`src/rtl/chu_video_stream_pkg.sv`:
```
// chu_video_stream_pkg: shared FSM states, register offsets and ctrl field positions for the stream monitor.
package chu_video_stream_pkg;
  typedef enum logic [1:0] {IDLE = 2'd0, WAIT_SOF = 2'd1, ACTIVE = 2'd2, DONE = 2'd3} state_e;
  localparam logic [2:0] REG_CTRL = 3'd0, REG_STATUS = 3'd1, REG_CKSUM = 3'd2;
  localparam logic [2:0] REG_FRAMES = 3'd3, REG_ERRS = 3'd4, REG_LAST = 3'd5;
  localparam int CTRL_EN = 0, CTRL_CONT = 1, CTRL_T_LSB = 8, CTRL_T_MSB = 15;
  function automatic logic [31:0] rotl1(input logic [31:0] v);
    return {v[30:0], v[31]};
  endfunction
endpackage

```
`src/rtl/chu_video_stream_monitor_if.sv`:
```
// chu_video_stream_monitor_if: slot register bus plus valid/ready pixel stream.
interface chu_video_stream_monitor_if #(parameter int CD = 12);
  logic cs, read, write;
  logic [13:0] addr;
  logic [31:0] wr_data, rd_data;
  logic [CD:0] si_data;
  logic si_valid, si_ready;
  modport master(output cs, read, write, addr, wr_data, si_data, si_valid, input rd_data, si_ready);
  modport slave(input cs, read, write, addr, wr_data, si_data, si_valid, output rd_data, si_ready);
endinterface

```
`src/rtl/stream_cksum32.sv`:
```
// stream_cksum32: rotate-and-add checksum; clear with enable restarts the sum at the incoming word.
module stream_cksum32 import chu_video_stream_pkg::*; (
  input  logic        clk,
  input  logic        reset,
  input  logic        clr_i,
  input  logic        en_i,
  input  logic [31:0] data_i,
  output logic [31:0] sum_o
);
  logic [31:0] sum_q, sum_d;
  always_comb sum_d = clr_i ? (en_i ? data_i : 32'd0) : en_i ? rotl1(sum_q) + data_i : sum_q;
  always_ff @(posedge clk or posedge reset)
    if (reset) sum_q <= '0;
    else sum_q <= sum_d;
  assign sum_o = sum_q;
endmodule

```
`src/rtl/chu_video_stream_monitor.sv`:
```
// chu_video_stream_monitor: frame/SOF checker with throttled ready and register readback.
// Checksum accumulator is built only when STREAM_MON_CKSUM_EN is defined; otherwise offset 2 reads 0.
module chu_video_stream_monitor import chu_video_stream_pkg::*; #(
  parameter int CD   = 12,
  parameter int HMAX = 640,
  parameter int VMAX = 480
) (
  input logic clk,
  input logic reset,
  chu_video_stream_monitor_if.slave bus
);
  state_e      state_q, state_d;
  logic        en_q, en_d, cont_q, cont_d, done_q, done_d, err_seen_q, err_seen_d;
  logic [7:0]  tset_q, tset_d, thr_q, thr_d;
  logic [15:0] x_q, x_d, y_q, y_d, cx, cy, nx, ny;
  logic [31:0] frames_q, frames_d, errs_q, errs_d, last_q, last_d, pos, cks;
  logic        ctrl_wr, acc, sof, go, ev_start, ev_pix, ev_err, ev_last;
  assign ctrl_wr  = bus.cs & bus.write & (bus.addr[2:0] == REG_CTRL);
  assign acc      = bus.si_valid & bus.si_ready;
  assign sof      = bus.si_data[0];
  assign go       = en_q & ~ctrl_wr;
  assign ev_start = go & acc & sof & (state_q == WAIT_SOF);
  assign ev_pix   = go & acc & (state_q == ACTIVE);
  assign pos      = 32'(y_q) * 32'(HMAX) + 32'(x_q);
  assign ev_err   = ev_pix & sof & (pos != 32'd0);
  // A misplaced SOF is treated as pixel 0 of a new frame
  assign cx       = ev_err ? 16'd0 : x_q;
  assign cy       = ev_err ? 16'd0 : y_q;
  assign nx       = cx == 16'(HMAX - 1) ? 16'd0 : cx + 16'd1;
  assign ny       = cx == 16'(HMAX - 1) ? cy + 16'd1 : cy;
  assign ev_last  = ev_pix & (cx == 16'(HMAX - 1)) & (cy == 16'(VMAX - 1));
  assign bus.si_ready = (state_q == WAIT_SOF) | ((state_q == ACTIVE) & (thr_q == 8'd0));
  always_comb begin
    state_d    = ctrl_wr ? (bus.wr_data[CTRL_EN] ? WAIT_SOF : IDLE) :
                 !en_q ? IDLE :
                 state_q == IDLE ? WAIT_SOF :
                 ev_start ? ACTIVE :
                 ev_last ? DONE :
                 (state_q == DONE) & cont_q ? WAIT_SOF : state_q;
    en_d       = ctrl_wr ? bus.wr_data[CTRL_EN] : en_q;
    cont_d     = ctrl_wr ? bus.wr_data[CTRL_CONT] : cont_q;
    tset_d     = ctrl_wr ? bus.wr_data[CTRL_T_MSB:CTRL_T_LSB] : tset_q;
    thr_d      = state_q != ACTIVE ? 8'd0 : bus.si_ready ? tset_q : thr_q - 8'd1;
    x_d        = state_d != ACTIVE ? 16'd0 : (ev_start | ev_pix) ? nx : x_q;
    y_d        = state_d != ACTIVE ? 16'd0 : (ev_start | ev_pix) ? ny : y_q;
    done_d     = ctrl_wr ? 1'b0 : ev_last | done_q;
    err_seen_d = ctrl_wr ? 1'b0 : ev_err | err_seen_q;
    frames_d   = ev_last ? frames_q + 32'd1 : frames_q;
    errs_d     = ev_err & ~&errs_q ? errs_q + 32'd1 : errs_q;
    last_d     = ev_last ? 32'(HMAX * VMAX) : ev_err ? pos : last_q;
  end
  always_ff @(posedge clk or posedge reset)
    if (reset) begin
      state_q <= IDLE; en_q <= 1'b0; cont_q <= 1'b0; tset_q <= '0; thr_q <= '0;
      x_q <= '0; y_q <= '0; done_q <= 1'b0; err_seen_q <= 1'b0;
      frames_q <= '0; errs_q <= '0; last_q <= '0;
    end else begin
      state_q <= state_d; en_q <= en_d; cont_q <= cont_d; tset_q <= tset_d; thr_q <= thr_d;
      x_q <= x_d; y_q <= y_d; done_q <= done_d; err_seen_q <= err_seen_d;
      frames_q <= frames_d; errs_q <= errs_d; last_q <= last_d;
    end
`ifdef STREAM_MON_CKSUM_EN
  stream_cksum32 u_cksum (
    .clk(clk), .reset(reset),
    .clr_i(ctrl_wr | ev_err | ((state_q == DONE) & cont_q)),
    .en_i(ev_start | ev_pix),
    .data_i(32'(bus.si_data[CD:1])),
    .sum_o(cks)
  );
`else
  assign cks = 32'd0;
`endif
  always_comb begin
    bus.rd_data = 32'd0;
    case (bus.addr[2:0])
      REG_CTRL:   bus.rd_data = {16'd0, tset_q, 6'd0, cont_q, en_q};
      REG_STATUS: bus.rd_data = {28'd0, state_q, err_seen_q, done_q};
      REG_CKSUM:  bus.rd_data = cks;
      REG_FRAMES: bus.rd_data = frames_q;
      REG_ERRS:   bus.rd_data = errs_q;
      REG_LAST:   bus.rd_data = last_q;
      default:    bus.rd_data = 32'd0;
    endcase
  end
endmodule

```
`src/flat_wrapper.sv`:
```
// flat-port wrapper written by rule: the top's interface ports become plain ports
module chu_video_stream_monitor_flat import chu_video_stream_pkg::*;
#(
  parameter int CD   = 12,
  parameter int HMAX = 640,
  parameter int VMAX = 480
)
  (clk, reset, bus_cs, bus_read, bus_write, bus_addr, bus_wr_data, bus_si_data, bus_si_valid, bus_rd_data, bus_si_ready);
  chu_video_stream_monitor_if #(.CD(CD)) bus_i ();
  input logic clk;
  input logic reset;
  input wire logic [$bits(bus_i.cs)-1:0] bus_cs;
  input wire logic [$bits(bus_i.read)-1:0] bus_read;
  input wire logic [$bits(bus_i.write)-1:0] bus_write;
  input wire logic [$bits(bus_i.addr)-1:0] bus_addr;
  input wire logic [$bits(bus_i.wr_data)-1:0] bus_wr_data;
  input wire logic [$bits(bus_i.si_data)-1:0] bus_si_data;
  input wire logic [$bits(bus_i.si_valid)-1:0] bus_si_valid;
  output wire logic [$bits(bus_i.rd_data)-1:0] bus_rd_data;
  output wire logic [$bits(bus_i.si_ready)-1:0] bus_si_ready;
  assign bus_i.cs = bus_cs;
  assign bus_i.read = bus_read;
  assign bus_i.write = bus_write;
  assign bus_i.addr = bus_addr;
  assign bus_i.wr_data = bus_wr_data;
  assign bus_i.si_data = bus_si_data;
  assign bus_i.si_valid = bus_si_valid;
  assign bus_rd_data = bus_i.rd_data;
  assign bus_si_ready = bus_i.si_ready;
  chu_video_stream_monitor #(.CD(CD), .HMAX(HMAX), .VMAX(VMAX)) u_core (.clk(clk), .reset(reset), .bus(bus_i));
endmodule
```
`config.mk`:
```
export PLATFORM = sky130hd
export DESIGN_NAME = chu_video_stream_monitor_flat
export DESIGN_NICKNAME = d
export VERILOG_FILES = /design/src/rtl/chu_video_stream_pkg.sv /design/src/rtl/chu_video_stream_monitor_if.sv /design/src/rtl/stream_cksum32.sv /design/src/rtl/chu_video_stream_monitor.sv /design/src/flat_wrapper.sv
export SDC_FILE = /design/constraint.sdc
export NUM_CORES = 1
export LEC_CHECK = 0
export CORE_MARGIN = 5
export CORE_UTILIZATION = 58
export DETAILED_ROUTE_END_ITERATION = 12
export PLACE_DENSITY = 0.82
export SYNTH_ARGS = -nofsm -noshare
export SYNTH_HDL_FRONTEND = slang
export SYNTH_SLANG_ARGS = --single-unit
```
`constraint.sdc`:
```
create_clock -name clk -period 8.89 [get_ports clk]
set_input_delay 1.778 -clock clk [delete_from_list [all_inputs] [get_ports clk]]
set_output_delay 1.778 -clock clk [all_outputs]
set_load 0.02 [all_outputs]
```
==> results of run 1 <==
flip-flops by register name, summed over array words and instances (netlist names):
| name | cells |
|---|---|
| u_core.errs_q | 32 |
| u_core.frames_q | 32 |
| u_core.last_q | 27 |
| u_core.x_q | 16 |
| u_core.y_q | 16 |
| u_core.thr_q | 8 |
| u_core.tset_q | 8 |
| u_core.state_q | 2 |
| u_core.cont_q | 1 |
| u_core.done_q | 1 |
| u_core.en_q | 1 |
| u_core.err_seen_q | 1 |
cells in the mapped netlist (3+ instances only):
library cell	instances	area (µm²)
mux2_2	22	248
o21ai_1	3	15.0
xor2_1	24	210
a21oi_1	33	165
nand2b_1	10	62.6
ha_1	42	526
inv_1	35	131
nand2_1	109	409
and3_1	37	231
buf_2	12	60.1
a32o_1	3	30.0
a21o_1	11	82.6
nand4_1	28	175
a211o_1	3	26.3
a31oi_1	6	37.5
o311ai_0	3	26.3
and2_1	13	81.3
mux2i_1	25	250
nor3_2	3	30.0
nor4b_1	4	35.0
nor2b_1	11	68.8
or4_1	6	45.0
nand4b_1	3	26.3
nor4_1	11	68.8
o211ai_2	3	37.5
o22ai_1	6	37.5
or3_1	11	68.8
nand3_1	58	290
a22o_1	4	35.0
clkbuf_1	27	101
nor3_1	20	100
a22oi_1	24	180
xnor2_1	61	534
o31ai_1	8	60.1
o21a_1	4	30.0
o21ai_0	63	315
o211ai_1	6	45.0
o211a_1	3	30.0
dfrtp_1	145	3630
nor2_1	85	319
a211oi_1	6	45.0
power breakdown:
| group | internal, mW | switching, mW |
|---|---|---|
| clock | 0.370 | 0.321 |
| sequential | 0.672 | 0.0141 |
| combinational | 0.0363 | 0.0529 |
path summary, 6_finish.rpt:
check	start	endpoint	slack, ps	cells after the start
max	u_core.y_q[3]	u_core.state_q[0]	1160	26
min	u_core.frames_q[31]	u_core.frames_q[31]	480	1
max reg2reg	u_core.y_q[3]	u_core.state_q[0]	1160	26
min reg2reg	u_core.frames_q[31]	u_core.frames_q[31]	480	1
max in group asynchronous	reset	u_core.frames_q[19]	5770	3
min in group asynchronous	reset	u_core.last_q[23]	1860	2
routing by layer:
layer,vias to the layer above,routed length (µm),GRT usage [%]
met1,4156,10500,35.7
met3,60,1940,5.03
met4,0,608,8.48
met5,-,0,0
met2,407,12000,41.9
li1,3883,-,-
final cells by class:
cell class | instances | area, µm²
repair buffers | 63 | 601
clock inverters | 15 | 136
clock buffers | 17 | 425
inverters | 35 | 136
flip-flops and latches | 145 | 3630
multi-input cells | 820 | 5610
well taps | 216 | 270
fillers | 1255 | 5190
metrics by stage:
stage	cell area, µm²	utilization [%]	hold WS (ps)	cells
after global placement	10200	64.0	461	1279
final	10800	67.5	485	1311
after floorplan	9520	-	446	1043
after CTS	10800	67.5	482	1311
after detailed placement	10200	64.0	472	1279
after global routing	10800	67.5	506	1311
kinds of logic (layout without fill, tap and decap cells):
| logic type | Yosys count | count (layout) | share of synthesized area (%) |
|---|---|---|---|
| and+or+nand+nor | 422 | 422 | 22.5 |
| AOI/OAI and AO/OA | 219 | 219 | 16.3 |
| DFF | 145 | 145 | 38.1 |
| xor gates and xnor gates | 86 | 86 | 8.11 |
| buffers and inverters | 78 | 130 | 3.35 |
| muxes | 49 | 49 | 5.70 |
| adders and majority gates | 44 | 44 | 5.94 |
worst reg2reg max path: cells and delay by family (launching register included):
kind                     cells  cell delay [ps]
AO/OA/AOI/OAI                7             1610
flip-flops                   1              470
XOR/XNOR                     1              150
adder cells (fa/ha/maj)      5             1540
buffers and inverters        2              400
AND/OR/NAND/NOR             10             3130
multiplexers                 1              370
==> impl_metrics.py, run 1 <==
metrics = {
    "status": {
        "status": "complete, no violations",
    },
    "hold_path": {
        "hold_class": "flip-flop to flip-flop",
    },
    "final_layout": {
        "syn_to_final_growth_pct": 13.5,
        "final_nets": 1191,
        "final_common_cell": "dfrtp_1",
        "diodes": 0,
        "drive_gt1_share_pct": 9.13,
        "final_cell_mix": "145 x dfrtp_1, 109 x nand2_1, 85 x nor2_1",
    },
    "detailed_routing": {
        "vias": 8506,
        "drc": 0,
        "firstDrtPassIters": 5,
        "wl_per_cell_um": 19.1,
        "avgViaCountPerCell": 6.49,
        "drtIter0Drc": 824,
        "routed_wl_mm": 25.0,
        "drtAntennaViolNets": 0,
    },
    "setup_path": {
        "worstPathMaxFanout": 19,
        "arrival_ps": 8110,
        "path_common_cell": "ha_1",
        "critical_path.n_buffers_inverters": 2,
        "cp-start-kind": "flip-flop",
        "crit_family": "simple AND/OR/NAND/NOR gates",
        "endpoint_kind": "flip-flop",
        "critPathRequiredTime_ps": 9260,
        "cpPeakStageDelay_ps": 970,
        "slowest_stage": "nor4b_4",
        "critPathKind": "flip-flop to flip-flop",
    },
    "clock_tree": {
        "cts_made_buffers": 17,
        "post-cts-setup-buffer-count": 0,
        "clk_path_buf_depth": 2,
        "clk_latency_ps": 430,
        "cts_tree": "yes",
        "holdBufCountCts": 0,
        "clock_sink_count": 145,
        "cts_max_level": 4,
        "cts-resized-gates": 0,
        "clkTransAtPathRegs_ps": 60,
        "cts_root_buf": "clkbuf_16",
    },
    "timing": {
        "fin_crit_sh_pct": 87.0,
        "maxSlewViolCount": 0,
        "setup_ws_ps": 1160,
        "finClkSkew_ps": 8.23,
        "timing.fmax_ghz": 0.129,
        "slew_headroom_pct": 37.0,
        "rsz0062_at_grt": "no",
        "worstMarginPinSlew_ps": 941,
        "finalSetupTns_ps": 0,
        "finalCriticalPeriod_ps": 7730,
        "hold_viol_final": 0,
        "setup_viol": 0,
    },
    "yosys": {
        "synthCells": 1043,
        "async_flop_share_pct": 100,
        "syn_area_um2": 9520,
        "synth.distinct_cells": 82,
        "synth-edff-count": 0,
        "yosysWarnings": 0,
        "syn_avg_cell_area_um2": 9.13,
        "ys_ff_latch": 145,
        "synthFlopType": "dfrtp_1",
        "synth_nets": 1152,
        "ys_seq_area_share_pct": 38.1,
    },
    "placed_design": {
        "globalplace.congestion": 0.927,
        "dp_slack_ps": 1370,
        "io_buffers": 51,
        "hpwl_mm": 18.0,
    },
    "die": {
        "ios": 98,
        "rows": 46,
        "die_h_um": 138,
        "fp.dieW_um": 138,
        "initial_utilization_pct": 59.5,
        "die_area_um2": 19100,
        "core_area_um2": 16000,
    },
    "grt": {
        "grt_max_degree": 88,
        "grt_overflow": 0,
        "first_global_vias": 8043,
        "grt_pass1_wl_mm": 41.2,
        "grtUsageTotal_pct": 26.0,
        "antenna_found_initial": 0,
    },
    "power": {
        "total_power_mw": 1.47,
        "power_density_nw_per_um2": 136,
        "ir_worst_vdd_mv": 0.143,
        "leakage_nw": 4.81,
    },
    "run": {
        "maxCapViolations": 0,
    },
}
Power figures use the tool's default switching activity.
==> run 2, diff against run 1 <==
Settings changed: PLACE_DENSITY 0.82 to not set, PLACE_DENSITY_LB_ADDON set to 0.1.
==> run 2 against run 1 <==
Critical path depth increased by 1. Sequential share of layout area decreased by 0.089 points. Highest routed layer unchanged. Clock power increased by 5.1%.
==> impl_metrics.py, run 2 (same netlist as run 1, synthesis figures left out) <==
metrics = {
    "grt": {
        "grt_overflow": 0,
        "first_global_vias": 7687,
        "antenna_found_initial": 0,
        "grtUsageTotal_pct": 25.6,
        "grt_max_degree": 85,
        "grt_pass1_wl_mm": 40.6,
    },
    "clock_tree": {
        "cts_root_buf": "clkbuf_16",
        "holdBufCountCts": 0,
        "cts-resized-gates": 0,
        "post-cts-setup-buffer-count": 0,
        "cts_made_buffers": 17,
        "cts_max_level": 4,
        "clk_path_buf_depth": 2,
        "clkTransAtPathRegs_ps": 70,
        "clk_latency_ps": 430,
        "clock_sink_count": 145,
        "cts_tree": "yes",
    },
    "power": {
        "power_density_nw_per_um2": 138,
        "combPwrFrac_pct": 6.0,
        "p_int_mw": 1.13,
        "power_frac_seq_pct": 45.6,
        "ir_worst_vdd_mv": 0.155,
        "pwr-share-clk_pct": 48.4,
        "netSwitchingFraction_pct": 24.7,
        "leakage_nw": 4.82,
        "switchingPower_mw": 0.371,
    },
    "placed_design": {
        "hpwl_mm": 17.8,
        "dp.cells": 1278,
        "globalplace.congestion": 0.916,
        "io_buffers": 51,
    },
    "final_layout": {
        "final_nets": 1190,
        "syn_to_final_growth_pct": 13.8,
        "n_fill_cell": 1370,
        "fin_cells": 1310,
        "final_cell_mix": "145 x dfrtp_1, 109 x nand2_1, 85 x nor2_1",
        "drive_gt1_share_pct": 9.05,
        "reg_top3": "u_core.errs_q x32, u_core.frames_q x32, u_core.last_q x27",
        "final_common_cell": "dfrtp_1",
        "diodes": 0,
    },
    "setup_path": {
        "arrival_ps": 7440,
        "critPathRequiredTime_ps": 9210,
        "critPathKind": "flip-flop to flip-flop",
        "path_common_cell": "ha_1",
        "cpPeakStageDelay_ps": 470,
        "crit_family": "simple AND/OR/NAND/NOR gates",
        "endpoint_kind": "flip-flop",
        "critical_path.n_buffers_inverters": 1,
        "worstPathMaxFanout": 10,
        "slowest_stage": "dfrtp_1",
        "r2r_start": "u_core.y_q[3]",
        "cp-start-kind": "flip-flop",
        "crit_path_start": "u_core.y_q[3]",
    },
    "run": {
        "maxCapViolations": 0,
    },
    "timing": {
        "finalCriticalPeriod_ps": 7110,
        "fin_crit_sh_pct": 80.0,
        "finClkSkew_ps": 11.4,
        "setup_viol": 0,
        "hold_viol_final": 0,
        "rsz0062_at_grt": "no",
        "maxSlewViolCount": 0,
        "worstMarginPinSlew_ps": 924,
        "timing.fmax_ghz": 0.141,
        "slew_headroom_pct": 38.1,
        "finalSetupTns_ps": 0,
    },
    "die": {
        "die_h_um": 138,
        "die_area_um2": 19100,
        "core_area_um2": 16000,
        "rows": 46,
        "initial_utilization_pct": 59.5,
        "fp.dieW_um": 138,
        "ios": 98,
    },
    "detailed_routing": {
        "drc": 0,
        "wl_per_cell_um": 18.6,
        "avgViaCountPerCell": 6.20,
        "routed_wl_mm": 24.4,
        "vias": 8124,
        "drtIter0Drc": 638,
        "drtAntennaViolNets": 0,
        "firstDrtPassIters": 7,
    },
    "hold_path": {
        "hold_class": "flip-flop to flip-flop",
        "worstHoldStart": "u_core.frames_q[31]",
    },
    "status": {
        "status": "complete, no violations",
    },
}
## run 2: cell count changes in the layout (fill, tap and decap cells not counted), sizes merged
| cell | change |
|---|---|
| buf | -1 |
| bufinv | +2 |
| clkinv | +2 |
| inv | -4 |
## run 2: area by class of cell
| class | count | area, µm² | share of cell area (%) |
|---|---|---|---|
| inverters | 35 | 136 | 1.26 |
| clock buffers | 17 | 425 | 3.93 |
| flip-flops and latches | 145 | 3630 | 33.5 |
| multi-input cells | 820 | 5610 | 51.8 |
| well taps | 216 | 270 | 2.49 |
| clock inverters | 15 | 173 | 1.59 |
| repair buffers | 62 | 593 | 5.47 |
## run 2: power groups by stage
stage               logic (mW)  registers [mW]  clock network [mW]
finish                  0.0894           0.685               0.726
global route            0.0994           0.686               0.762
CTS                     0.0909           0.684               0.732
detailed placement      0.0904           0.696                   0
global placement        0.0887           0.696                   0
floorplan               0.0574           0.691                   0
## run 2: metrics by stage
stage	util [%]	worst slack [ps]	cell area [µm²]	power, mW	hold slack, ps
global route	67.7	1370	10800	1.55	487
floorplan	-	2410	9520	0.748	446
finish	67.7	1780	10800	1.50	475
global placement	64.0	1960	10200	0.785	463
CTS	67.7	1830	10800	1.51	479
detailed placement	64.0	1890	10200	0.787	471
## run 2: routing by layer
| metal | vias up | share of wire (%) | track usage, % |
|---|---|---|---|
| li1 | 3888 | - | - |
| met1 | 3945 | 45 | 35.8 |
| met2 | 248 | 47 | 41.0 |
| met3 | 43 | 5.7 | 5.10 |
| met4 | 0 | 1.7 | 6.45 |
| met5 | - | 0 | 0 |
## run 2: final timing paths
check                           slack [ps]  cells past startpoint                   to
worst max register to register        1780                     27        u_core.x_q[4]
worst min-delay path                   470                      1  u_core.frames_q[31]
worst min register to register         470                      1  u_core.frames_q[31]
worst max-delay path                  1780                     27        u_core.x_q[4]
min in group asynchronous             1870                      2    u_core.last_q[22]
max in group asynchronous             5720                      3   u_core.frames_q[9]
